### src/rtl/freq_meter.sv
// Gated frequency meter: counts synchronized rising edges of sig_in over a
// window of GATE_CYCLES clocks and publishes the count at each window end.
//
// state | meaning
// IDLE  | disabled; freq/overflow/gate held, no freq_valid
// ARM   | two cycles that flush the synchronizer; edges ignored
// GATE  | counting edges inside a GATE_CYCLES window, back-to-back windows

module freq_meter #(
    parameter int unsigned CLK_HZ      = 50_000_000,
    parameter int unsigned GATE_CYCLES = CLK_HZ,
    parameter int unsigned CNT_W       = 32
) (
    input  logic             clk,
    input  logic             rst_n,
    input  logic             en,
    input  logic             sig_in,
    output logic [CNT_W-1:0] freq,
    output logic             freq_valid,
    output logic             overflow,
    output logic             gate
);

    localparam int unsigned         WIN_W    = (GATE_CYCLES > 2) ? $clog2(GATE_CYCLES) : 1;
    localparam logic [WIN_W-1:0]    WIN_LAST = WIN_W'(GATE_CYCLES - 1);
    localparam logic [CNT_W-1:0]    CNT_MAX  = '1;

    typedef enum logic [1:0] {
        ST_IDLE = 2'd0,
        ST_ARM  = 2'd1,
        ST_GATE = 2'd2
    } state_t;

    state_t             state_q, state_d;
    logic               arm_cnt_q, arm_cnt_d;
    logic [WIN_W-1:0]   win_cnt_q, win_cnt_d;
    logic [CNT_W-1:0]   edge_cnt_q, edge_cnt_d;
    logic               sat_q, sat_d;
    logic               sync1_q, sync1_d;
    logic               sync2_q, sync2_d;
    logic               prev_q, prev_d;
    logic [CNT_W-1:0]   freq_q, freq_d;
    logic               freq_valid_q, freq_valid_d;
    logic               overflow_q, overflow_d;
    logic               gate_q, gate_d;

    logic               edge_det;
    logic [CNT_W-1:0]   cnt_nx;
    logic               sat_nx;

    assign edge_det = sync2_q & ~prev_q;

    // Saturating count including the edge of the current cycle; used both for
    // normal accumulation and for the final-cycle publish.
    always_comb begin
        cnt_nx = edge_cnt_q;
        sat_nx = sat_q;
        if (edge_det && (edge_cnt_q != CNT_MAX)) begin
            cnt_nx = edge_cnt_q + 1'b1;
        end
        if (cnt_nx == CNT_MAX) begin
            sat_nx = 1'b1;
        end
    end

    always_comb begin
        state_d      = state_q;
        arm_cnt_d    = arm_cnt_q;
        win_cnt_d    = win_cnt_q;
        edge_cnt_d   = edge_cnt_q;
        sat_d        = sat_q;
        sync1_d      = sig_in;
        sync2_d      = sync1_q;
        prev_d       = sync2_q;
        freq_d       = freq_q;
        freq_valid_d = 1'b0;
        overflow_d   = overflow_q;
        gate_d       = gate_q;

        case (state_q)
            ST_IDLE: begin
                win_cnt_d  = '0;
                edge_cnt_d = '0;
                sat_d      = 1'b0;
                if (en) begin
                    state_d   = ST_ARM;
                    arm_cnt_d = 1'b1;
                end
            end

            ST_ARM: begin
                if (!en) begin
                    state_d = ST_IDLE;
                end else if (arm_cnt_q == 1'b0) begin
                    state_d    = ST_GATE;
                    win_cnt_d  = '0;
                    edge_cnt_d = '0;
                    sat_d      = 1'b0;
                end else begin
                    arm_cnt_d = arm_cnt_q - 1'b1;
                end
            end

            ST_GATE: begin
                if (!en) begin
                    state_d    = ST_IDLE;
                    win_cnt_d  = '0;
                    edge_cnt_d = '0;
                    sat_d      = 1'b0;
                end else if (win_cnt_q == WIN_LAST) begin
                    freq_d       = cnt_nx;
                    freq_valid_d = 1'b1;
                    overflow_d   = sat_nx;
                    gate_d       = ~gate_q;
                    win_cnt_d    = '0;
                    edge_cnt_d   = '0;
                    sat_d        = 1'b0;
                end else begin
                    win_cnt_d  = win_cnt_q + 1'b1;
                    edge_cnt_d = cnt_nx;
                    sat_d      = sat_nx;
                end
            end

            default: begin
                state_d = ST_IDLE;
            end
        endcase
    end

    always_ff @(posedge clk or negedge rst_n) begin
        if (!rst_n) begin
            state_q      <= ST_IDLE;
            arm_cnt_q    <= 1'b0;
            win_cnt_q    <= '0;
            edge_cnt_q   <= '0;
            sat_q        <= 1'b0;
            sync1_q      <= 1'b0;
            sync2_q      <= 1'b0;
            prev_q       <= 1'b0;
            freq_q       <= '0;
            freq_valid_q <= 1'b0;
            overflow_q   <= 1'b0;
            gate_q       <= 1'b0;
        end else begin
            state_q      <= state_d;
            arm_cnt_q    <= arm_cnt_d;
            win_cnt_q    <= win_cnt_d;
            edge_cnt_q   <= edge_cnt_d;
            sat_q        <= sat_d;
            sync1_q      <= sync1_d;
            sync2_q      <= sync2_d;
            prev_q       <= prev_d;
            freq_q       <= freq_d;
            freq_valid_q <= freq_valid_d;
            overflow_q   <= overflow_d;
            gate_q       <= gate_d;
        end
    end

    assign freq       = freq_q;
    assign freq_valid = freq_valid_q;
    assign overflow   = overflow_q;
    assign gate       = gate_q;

endmodule
### config.mk
export PLATFORM = sky130hd
export DESIGN_NAME = freq_meter
export DESIGN_NICKNAME = d
export VERILOG_FILES = /design/src/rtl/freq_meter.sv
export SDC_FILE = /design/constraint.sdc
export NUM_CORES = 1
export LEC_CHECK = 0
export CORE_ASPECT_RATIO = 0.5
export CORE_UTILIZATION = 40
export CTS_CLUSTER_DIAMETER = 60
export DETAILED_ROUTE_END_ITERATION = 6
export MAX_ROUTING_LAYER = met4
export PLACE_DENSITY_LB_ADDON = 0.12
export SYNTH_ARGS = -nofsm -noshare
export SYNTH_HDL_FRONTEND = slang
export SYNTH_SLANG_ARGS = --single-unit
### constraint.sdc
create_clock -name clk -period 2.7 [get_ports clk]
set_input_delay 0.54 -clock clk [delete_from_list [all_inputs] [get_ports clk]]
set_output_delay 0.54 -clock clk [all_outputs]
set_load 0.02 [all_outputs]
Word-level counts from Yosys, hierarchy flattened
Cells that the tools add are included.
Storage, ports and cells
  register bits: 100
  bits of input ports: 4
  output and inout bits: 35
  word-level logic and storage cells: 65
Cells by class
  add/sub/neg operators: 3
  eq/ne operators: 10
  mux-type cells: 29
  bitwise logic cells: 3
  reductions and logical operators: 8
Operators by type and width (count)
  $mux 32: 5
  $mux 26: 4
  $pmux 32 s3: 1
  $pmux 26 s3: 1
  $add 32x1->32 const B: 1
  $eq 32x32->1 const B: 1
  $ne 32x32->1 const B: 1
  $add 26x1->26 const B: 1
  $eq 26x26->1 const B: 1
  $reduce_and 3->1: 4
  $mux 1: 11
  $mux 2: 4
  $ne 2x2->1 const B: 4
  $pmux 2 s3: 1
  $ne 3x3->1 const B: 1
  $pmux 1 s3: 1
  $reduce_bool 3->1: 1
  $eq 2x1->1 const B: 1
  $eq 2x2->1 const B: 1
  $logic_not 2->1: 1
  $not 1->1: 2
  $pmux 1 s2: 1
  $reduce_bool 2->1: 1
  $and 1x1->1: 1
  other kinds (2): 2

Longest topological paths before layout
Gate-level depths: netlist of run 1.
  depth after elaboration: 9
  mapped depth: 11
  mapped depth without buffers: 9

Least setup slack after synthesis of run 1
Ideal clock, no wire load.
  path type: register to register
  start: reg edge_cnt_q[0]
  end: reg overflow_q (netlist: overflow)
  setup time: 0.077 ns
  data arrival time: 2.720 ns
  data required time: 2.623 ns
  path slack: -0.098 ns
  cell stages (with the launch flop): 10
  clock period less this slack: 2.798 ns
  cells stage by stage: dfrtp_1 -> ha_1 -> nand4_2 -> or4_1 -> a211o_1 -> or3_1 -> a222oi_1 -> nor4b_2 -> a31oi_1 -> a21oi_1
On the way
  longest elaborated chain between the ends: 5
  elaborated cells on any way between the ends: 6
RTL lines
  start: declaration: RTL line 37  | logic [CNT_W-1:0] edge_cnt_q, edge_cnt_d;
  start signal: assignment: RTL line 149  | edge_cnt_q <= edge_cnt_d;
  branches (longest 2 deep; another with $add 32x1->32)
  $mux 32 *: RTL line 58  | if (edge_det && (edge_cnt_q != CNT_MAX)) begin
  $eq 32x32->1 *: RTL line 61  | if (cnt_nx == CNT_MAX) begin
  $mux 1 *: RTL line 61
  end signal: assignment: RTL line 156  | overflow_q <= overflow_d;
  end: declaration: RTL line 44  | logic overflow_q, overflow_d;
Every way passes the cells marked *.
A chain may end at the register's enable or synchronous reset.

Worst setup path after layout of run 1
  start: reg edge_cnt_q[13]
  end: reg overflow_q (netlist: overflow)
The elaborated chain is that of the path after synthesis.

==> flow_summary.toml, run 1 <==
[status]
status = "complete, but fails checks"
violations = "setup timing"

[clocking]
cts_made_buffers = 9
tritoncts = "built"
clk_latency_ps = 340
path_clk_slew_ps = 70
hold_buffers = 0
clock-sinks = 100
clock_tree.root_cell = "clkbuf_16"
h-tree-depth = 3
clk_path_buf_depth = 2

[finish]
fin_nets = 660
fin_area_sq_um = 6560
drive_gt1_share_pct = 16.8
final_cells = 824
num_antenna_cells = 0
area_growth_pct = 26.6

[setup_path]
worstSetupPathType = "register to register"
crit_path_end = "overflow"
critPathRequiredTime_ps = 2960
worst-path-stages = 8
cp-end-kind = "register"
rr_startpoint = "edge_cnt_q[13]"
crit_path_max_incr_delay_ps = 570
path_max_fanout = 5
critical_path_arrival_ps = 3000
path_buf_inv = 0
r2r_cells = 8
critPathLaunch = "edge_cnt_q[13]"
worstPathCellList = "nand3_2 -> or4_4 -> a211o_4 -> or3_1 -> a222oi_1 -> nor4b_2 -> a31oi_1 -> a21oi_1"
worstReg2RegEnd = "overflow"
startpoint_type = "register"
crit_slowest_cell = "or4_4"
critPathTopFamily = "simple AND/OR/NAND/NOR gates"
r2r_setup_slack_ps = -40

[sta]
skew_ps = 9.64
tightest_slew_ps = 633
setup_viol = 1
fmax_mhz = 365
fin_crit_sh_pct = 102
hold_viol = 0
slew_violations = 0
holdWs_ps = 85.6
slew_headroom_pct = 57.4
postLayoutSetupSlackWorst_ps = -41.1
grt_setup_unrepaired = "yes"
min_period_ps = 2740

[synth]
synthFlopType = "dfrtp_1"
syn_area_sq_um = 5180
syn_area_per_cell_sq_um = 9.13
syn_nets = 573
ys_ff_latch = 100
yosys_warnings = 0
ys_seq_area_share_pct = 48.3
async_flop_share_pct = 100
syn_inst = 567
synth_edf_count = 0
ys_types = 57

[route]
ant_nets = 0
drt_iter0_drc = 268
vias = 4380
drt_wl_total_microns = 13100
routed_via_density = 5.32
drc_errors = 0
routedWlPerCell_microns = 15.9
firstDrtPassIters = 5

[floorplan]
initial_core_util_pct = 42.5
core_sq_um = 12200
dieArea_sq_um = 13400
die_w_microns = 163
num_rows = 28
num_io_pins = 39
die_h_microns = 82.5

[power]
power.density_nw_per_um2 = 457
leakage_nw = 2.75
peakVddDrop_uv = 275
total_power_mw = 3.00

[grt]
grt_pass1_wl_microns = 21600
grt_pass1_vias = 4161
grt_usage_pct = 21.3
antenna_found_initial = 0
grt_max_degree = 65
grt.overflow.total = 0

[place]
dp_cells = 805
dp_hpwl_microns = 9020
io_buffers = 38
post_dp_cell_area_sq_um = 6160
dpl_worst_slack_ps = -68.0
place_congestion = 0.923

[hold_path]
min_path_type = "input pin to asynchronous set/reset pin"

[run]
drv_cap = 0
==> state kept, by name (all words and copies together) (netlist names) <==
| name | count |
|---|---|
| arm_cnt_q | 1 |
| edge_cnt_q | 32 |
| freq | 32 |
| freq_valid | 1 |
| gate | 1 |
| overflow | 1 |
| prev_d | 1 |
| prev_q | 1 |
| sat_q | 1 |
| state_q | 2 |
| sync1_q | 1 |
| win_cnt_q | 26 |
==> worst min path at each step <==
stage	from	end	slack, ps	cells past startpoint
3_5_place_dp	sync1_q	prev_d	340	0
4_1_cts	rst_n	win_cnt_q[13]	90	1
5_1_grt	rst_n	win_cnt_q[16]	100	1
6_report	rst_n	win_cnt_q[16]	90	1
3_3_place_gp	sync1_q	prev_d	330	0
2_1_floorplan	rst_n	arm_cnt_q	240	0
==> Yosys cell counts, drive strengths merged, types with 8 or more instances <==
| cell type | instances | area [sq um] |
|---|---|---|
| nand4 | 16 | 140 |
| xor2 | 22 | 193 |
| nor3 | 8 | 40.0 |
| a21oi | 14 | 70.1 |
| nand2 | 100 | 375 |
| clkbuf | 19 | 71.3 |
| inv | 9 | 33.8 |
| nor4 | 9 | 86.3 |
| o31ai | 13 | 97.6 |
| nand3 | 23 | 125 |
| and3 | 14 | 88.8 |
| dfrtp | 100 | 2500 |
| buf | 8 | 67.6 |
| o21ai | 81 | 405 |
| nor2 | 37 | 139 |
| xnor2 | 17 | 149 |
==> cells by family after synthesis <==
family                   Yosys count  synth area share (%)
AND/OR/NAND/NOR                  250                  25.2
AO/OA/AOI/OAI                    136                  15.2
flip-flops                       100                  48.3
XOR/XNOR                          39                  6.60
buffers and inverters             36                  3.33
multiplexers                       4                 0.821
adder cells (fa/ha/maj)            2                 0.483
==> per-layer routing <==
metal | share of wire, % | global-route usage, % | vias up
met4 | 0.34 | 4.49 | 0
met3 | 4.5 | 4.30 | 5
met1 | 50 | 29.4 | 2119
met2 | 45 | 32.7 | 78
met5 | 0 | - | -
li1 | - | - | 2178
==> placed cells by master (no fill, tap or decap), types with 3 or more instances in the layout <==
| master | instances |
|---|---|
| nand4_4 | 3 |
| nand3_1 | 20 |
| xnor2_1 | 17 |
| clkbuf_16 | 10 |
| inv_1 | 9 |
| or2_2 | 3 |
| a21oi_1 | 14 |
| o21ai_0 | 62 |
| nor2_1 | 36 |
| or3_1 | 5 |
| nor4_1 | 7 |
| or4_1 | 4 |
| clkinv_2 | 3 |
| xor2_1 | 22 |
| nand4_1 | 11 |
| a21o_1 | 3 |
| a31oi_1 | 6 |
| o21ai_1 | 19 |
| dfrtp_1 | 99 |
| o22ai_1 | 4 |
| o31ai_1 | 13 |
| nand2_1 | 100 |
| and3_1 | 13 |
| nand4b_1 | 4 |
| nor3_1 | 8 |
| buf_4 | 60 |
| nor2b_1 | 3 |
| clkdlybuf4s50_1 | 37 |
| buf_12 | 4 |
| nand2b_1 | 7 |
==> cell type report <==
type | count | area [sq um]
timing repair buffer | 103 | 937
clock buffer | 10 | 239
tap | 165 | 206
sequential | 100 | 2500
fill | 1115 | 5630
inverter | 9 | 33.8
multi-input combinational | 431 | 2600
clock inverter | 6 | 40.0
==> where the power goes <==
group / total (mW) / switching (mW) / internal (mW)
sequential: 1.52 / 0.0118 / 1.51
combinational: 0.246 / 0.168 / 0.0788
clock: 1.23 / 0.581 / 0.649
==> metrics by stage <==
step	utilization [%]	setup TNS, ps
6_report	53.8	-41.1
5_1_grt	53.8	-238
4_1_cts	53.1	0
3_5_place_dp	50.5	-69.6
3_3_place_gp	50.5	0
2_1_floorplan	-	0
==> what timing repair did <==
item | 4_1_cts | 5_1_grt
pin swaps | 2 | 2
resized for setup | 5 | 9
buffers inserted | 1 | 1
gates cloned | 0 | 1
hold endpoints to repair | 0 | 0
endpoints found under the setup margin | 2 | 43
==> worst reg2reg max path: cells and delay by family (launching register included) <==
kind             cells  cell delay, ps
AO/OA/AOI/OAI        4             990
flip-flops           1             370
AND/OR/NAND/NOR      4            1300
Power figures use the tool's default switching activity.
==> inputs of run 2 (changes only) <==
Settings changed: CORE_MARGIN set to 3.
==> run 2 against run 1 <==
The flow still finishes with violations (setup timing). Register-to-register slack gained 30 ps. Sequential share of layout area shrank 0.10 points. Power grew 2.0%. Global-route usage shrank 2.0 points. Highest routed layer unchanged.
==> flow_summary.toml, run 2 (same netlist as run 1, synthesis figures left out) <==
[setup_path]
worstSetupPathType = "register to register"
crit_path_max_incr_delay_ps = 440
worstPathCellList = "ha_4 -> nand4_4 -> or4_4 -> a211o_4 -> xor2_1 -> or2_2 -> a2111oi_2 -> a31oi_1 -> a21oi_1"
rr_startpoint = "edge_cnt_q[0]"
worstReg2RegEnd = "overflow"
crit_slowest_cell = "or4_4"
critPathRequiredTime_ps = 2970
cp-end-kind = "register"
r2r_setup_slack_ps = -10
r2r_cells = 9
startpoint_type = "register"
critical_path_arrival_ps = 2980
path_max_fanout = 5

[route]
drt_wl_total_microns = 13000
vias = 4429
drt_iter0_drc = 284
routedWlPerCell_microns = 15.7
routed_via_density = 5.36
drc_errors = 0
firstDrtPassIters = 5
ant_nets = 0

[finish]
area_growth_pct = 27.0
fill_cells = 1128
drive_gt1_share_pct = 17.4
num_antenna_cells = 0
fin_nets = 663
final_common_cell = "nand2_1"
mostFrequentLayoutCells = "nand2_1, dfrtp_1, buf_4"

[floorplan]
dieArea_sq_um = 14400
initial_core_util_pct = 42.4
core_sq_um = 12200
die_h_microns = 86.5
num_rows = 28
num_io_pins = 39
die_w_microns = 167

[clocking]
clk_latency_ps = 350
tritoncts = "built"
h-tree-depth = 3
clock_tree.root_cell = "clkbuf_16"
clock-sinks = 100
cts_made_buffers = 9
clk_path_buf_depth = 2
hold_buffers = 0
path_clk_slew_ps = 70

[power]
leakage_nw = 2.75
power_switching_share_pct = 24.4
total_power_mw = 3.06
power.share.clock_pct = 42.1
pwr-share-seq_pct = 49.8
peakVddDrop_uv = 223
power.density_nw_per_um2 = 465
power_frac_comb_pct = 8.2
p_sw_uw = 747
p_int_mw = 2.31

[grt]
grt.overflow.total = 0
grt_pass1_wl_microns = 22100
grt_pass1_vias = 4393
grt_max_degree = 65
antenna_found_initial = 0
grt_usage_pct = 19.4

[status]
violations = "setup timing"
status = "complete, but fails checks"

[sta]
hold_viol = 0
setup_viol = 1
grt_setup_unrepaired = "yes"
min_period_ps = 2710
postLayoutSetupSlackWorst_ps = -10.0
slew_violations = 0
skew_ps = 8.48
fmax_mhz = 369
holdWs_ps = 194
fin_crit_sh_pct = 100
slew_headroom_pct = 59.6
tightest_slew_ps = 601

[place]
dp_hpwl_microns = 9040
io_buffers = 38
place_congestion = 0.885
dpl_worst_slack_ps = -146

[hold_path]
min_path_type = "input pin to asynchronous set/reset pin"

[run]
drv_cap = 0
[run 2: routing by layer]
layer  GRT usage, %  wire [microns]
met1           26.2            6650
met2           30.8            5820
met3           4.37             445
met4           3.07              72
met5              -               0
[run 2: worst max path at each step]
stage                     slack [ps]           from       end  cells after the start
after global routing            -210  edge_cnt_q[0]  overflow                      9
after global placement             7  edge_cnt_q[0]  overflow                      9
after detailed placement        -150  edge_cnt_q[0]  overflow                      9
final                            -10  edge_cnt_q[0]  overflow                      9
after floorplan                   30  edge_cnt_q[0]  overflow                      9
after CTS                         10  edge_cnt_q[0]  overflow                      9
[run 2: layout make-up]
class	count	area, sq um	share of cell area [%]
clock buffers	10	229	3.48
well taps	165	206	3.14
repair buffers	106	943	14.3
flip-flops and latches	100	2500	38.1
inverters	9	33.8	0.514
multi-input cells	431	2590	39.5
clock inverters	6	63.8	0.971
[run 2: critical path: cells and delay by family (launching register included)]
kind,cells,cell delay [ps]
AOI/OAI and AO/OA,4,1060
xor gates and xnor gates,1,160
adders and majority gates,1,150
DFF,1,390
and+or+nand+nor,3,880
[run 2: timing repair]
action,CTS,global route
pin swaps,2,5
endpoints found under the hold margin,0,0
endpoints found under the setup margin,2,38
cloned,0,1
resized for setup,3,10
setup buffers,0,1
[run 2: metrics by stage]
stage / instance area (sq um) / utilization (%) / TNS (ps) / cells
global route: 6580 / 53.8 / -366 / 827
floorplan: 5190 / - / 0 / 567
detailed placement: 6170 / 50.5 / -230 / 809
CTS: 6490 / 53.1 / 0 / 825
global placement: 6170 / 50.5 / 0 / 809
finish: 6580 / 53.8 / -10.0 / 827
[run 2: power by group through the flow]
| stage | combinational, mW | clock, mW | sequential [mW] |
|---|---|---|---|
| 6_report | 0.249 | 1.29 | 1.52 |
| 5_1_grt | 0.278 | 1.38 | 1.52 |
| 2_1_floorplan | 0.128 | 0 | 1.55 |
| 3_5_place_dp | 0.242 | 0 | 1.55 |
| 4_1_cts | 0.243 | 1.32 | 1.52 |
| 3_3_place_gp | 0.240 | 0 | 1.55 |
==> inputs of run 3 (changes only) <==
Settings changed: CORE_MARGIN 3 to not set, CORE_UTILIZATION 40 to 38.
==> run 3 against run 2 <==
The run now ends clean. First-iteration DRC count rose by 13%. Sequential cell count unchanged. Final cell count grew 0.73%. Wire length fell by 2.0%. Clock skew increased by 3.8 ps. Hold slack got worse by 89 ps. Non-clock buffer count up 1. Critical path type unchanged. Largest cell class unchanged. Largest power group unchanged.
==> flow_summary.toml, run 3 (same netlist as run 1, synthesis figures left out) <==
[sta]
fin_crit_sh_pct = 98.6
hold_viol = 0
final.setup.tns_ps = 0
grt_setup_unrepaired = "yes"
fmax_mhz = 376
tightest_slew_ps = 647
slew_headroom_pct = 56.5
holdWs_ps = 105
min_period_ps = 2660
skew_ps = 12.3
setup_viol = 0
slew_violations = 0

[power]
power_switching_share_pct = 24.2
power.density_nw_per_um2 = 475
p_sw_uw = 753
leakage_nw = 2.75
power_frac_comb_pct = 8.0
power.share.clock_pct = 43.2
pwr-share-seq_pct = 48.8
p_int_mw = 2.37
peakVddDrop_uv = 258

[place]
place_congestion = 0.897
io_buffers = 38
dp_hpwl_microns = 9350

[route]
routed_via_density = 5.28
drc_errors = 0
ant_nets = 0
firstDrtPassIters = 4
drt_iter0_drc = 322
vias = 4400
drt_wl_total_microns = 12700
routedWlPerCell_microns = 15.3

[finish]
fin_nets = 664
final_common_cell = "nand2_1"
fill_cells = 1225
num_antenna_cells = 0
drive_gt1_share_pct = 16.7
area_growth_pct = 26.8
finalCoreUtilization_pct = 50.5
mostFrequentLayoutCells = "nand2_1, dfrtp_1, buf_4"

[floorplan]
die_h_microns = 84.6
num_rows = 29
num_io_pins = 39
core_sq_um = 13000
initial_core_util_pct = 39.9
die_w_microns = 167
dieArea_sq_um = 14100

[clocking]
tritoncts = "built"
h-tree-depth = 3
clk_path_buf_depth = 2
path_clk_slew_ps = 70
clk_latency_ps = 350
cts_made_buffers = 9
clock-sinks = 100
clock_tree.root_cell = "clkbuf_16"
hold_buffers = 0

[grt]
grt_pass1_wl_microns = 21700
antenna_found_initial = 0
grt_max_degree = 60
grt_pass1_vias = 4272
grt_usage_pct = 20.2
grt.overflow.total = 0

[setup_path]
critPathRequiredTime_ps = 2980
rr_startpoint = "edge_cnt_q[0]"
critical_path_arrival_ps = 2940
path_max_fanout = 5
worstSetupPathType = "register to register"
r2r_setup_slack_ps = 40
worstReg2RegEnd = "overflow"
startpoint_type = "register"
cp-end-kind = "register"
r2r_cells = 9

[run]
drv_cap = 0

[status]
status = "completed"

[hold_path]
min_path_type = "input pin to asynchronous set/reset pin"
## run 3: cell types whose count changed in the layout (fill, tap and decap cells not counted), sizes merged
| cell | before | now |
|---|---|---|
| inv | 10 | 9 |
| clkinvlp | 2 | 1 |
| buf | 68 | 70 |
| clkinv | 2 | 3 |
## run 3: worst max-delay path by stage
| stage | from | to | cells past startpoint |
|---|---|---|---|
| floorplan | edge_cnt_q[0] | overflow | 9 |
| global placement | edge_cnt_q[0] | overflow | 9 |
| detailed placement | edge_cnt_q[1] | overflow | 9 |
| CTS | edge_cnt_q[0] | overflow | 9 |
| global route | edge_cnt_q[0] | overflow | 9 |
| finish | edge_cnt_q[0] | overflow | 9 |
## run 3: cell type report
type | instances | area, sq um | share of cell area (%)
Clock buffer | 11 | 253 | 3.85
Sequential cell | 100 | 2500 | 38.1
Timing Repair Buffer | 107 | 946 | 14.4
Clock inverter | 5 | 60.1 | 0.915
Tap cell | 170 | 213 | 3.24
Inverter | 9 | 33.8 | 0.514
Multi-Input combinational cell | 431 | 2560 | 38.9
## run 3: per-layer routing
metal	wire (microns)	GRT usage (%)	vias to the layer above	part of all wire, %
li1	-	-	2187	-
met1	6540	27.7	2145	51
met2	5670	30.5	58	45
met3	414	4.53	10	3.3
met4	108	4.38	0	0.85
met5	0	-	-	0
## run 3: what timing repair did
item / CTS / global route
gates resized for setup: 1 / 5
pin swaps: 1 / 5
hold endpoints to repair: 0 / 0
setup buffers: 1 / 0
endpoints found under the setup margin: 2 / 31
## run 3: power by group through the flow
stage	Combinational (mW)	Sequential (mW)	Clock, mW
2_1_floorplan	0.128	1.55	0
3_3_place_gp	0.249	1.55	0
3_5_place_dp	0.253	1.55	0
4_1_cts	0.253	1.52	1.40
5_1_grt	0.283	1.52	1.45
6_report	0.249	1.52	1.35
## run 3: metrics by stage
step / instance area [sq um] / power [mW] / worst slack (ps) / std cells
floorplan: 5190 / 1.68 / 26.6 / 567
global placement: 6210 / 1.80 / 14.1 / 816
detailed placement: 6210 / 1.80 / -70.8 / 816
CTS: 6530 / 3.17 / 2.25 / 833
global route: 6570 / 3.26 / -157 / 833
finish: 6570 / 3.12 / 37.5 / 833
## run 3: worst max-delay path: stages (launching register included)
cell      delay, ps
dfrtp_2         390
ha_4            150
nand4_4         130
or4_4           430
a211o_1         340
or3_1           330
a222oi_1        290
nor4b_2         230
a31oi_1         140
a21oi_1         140
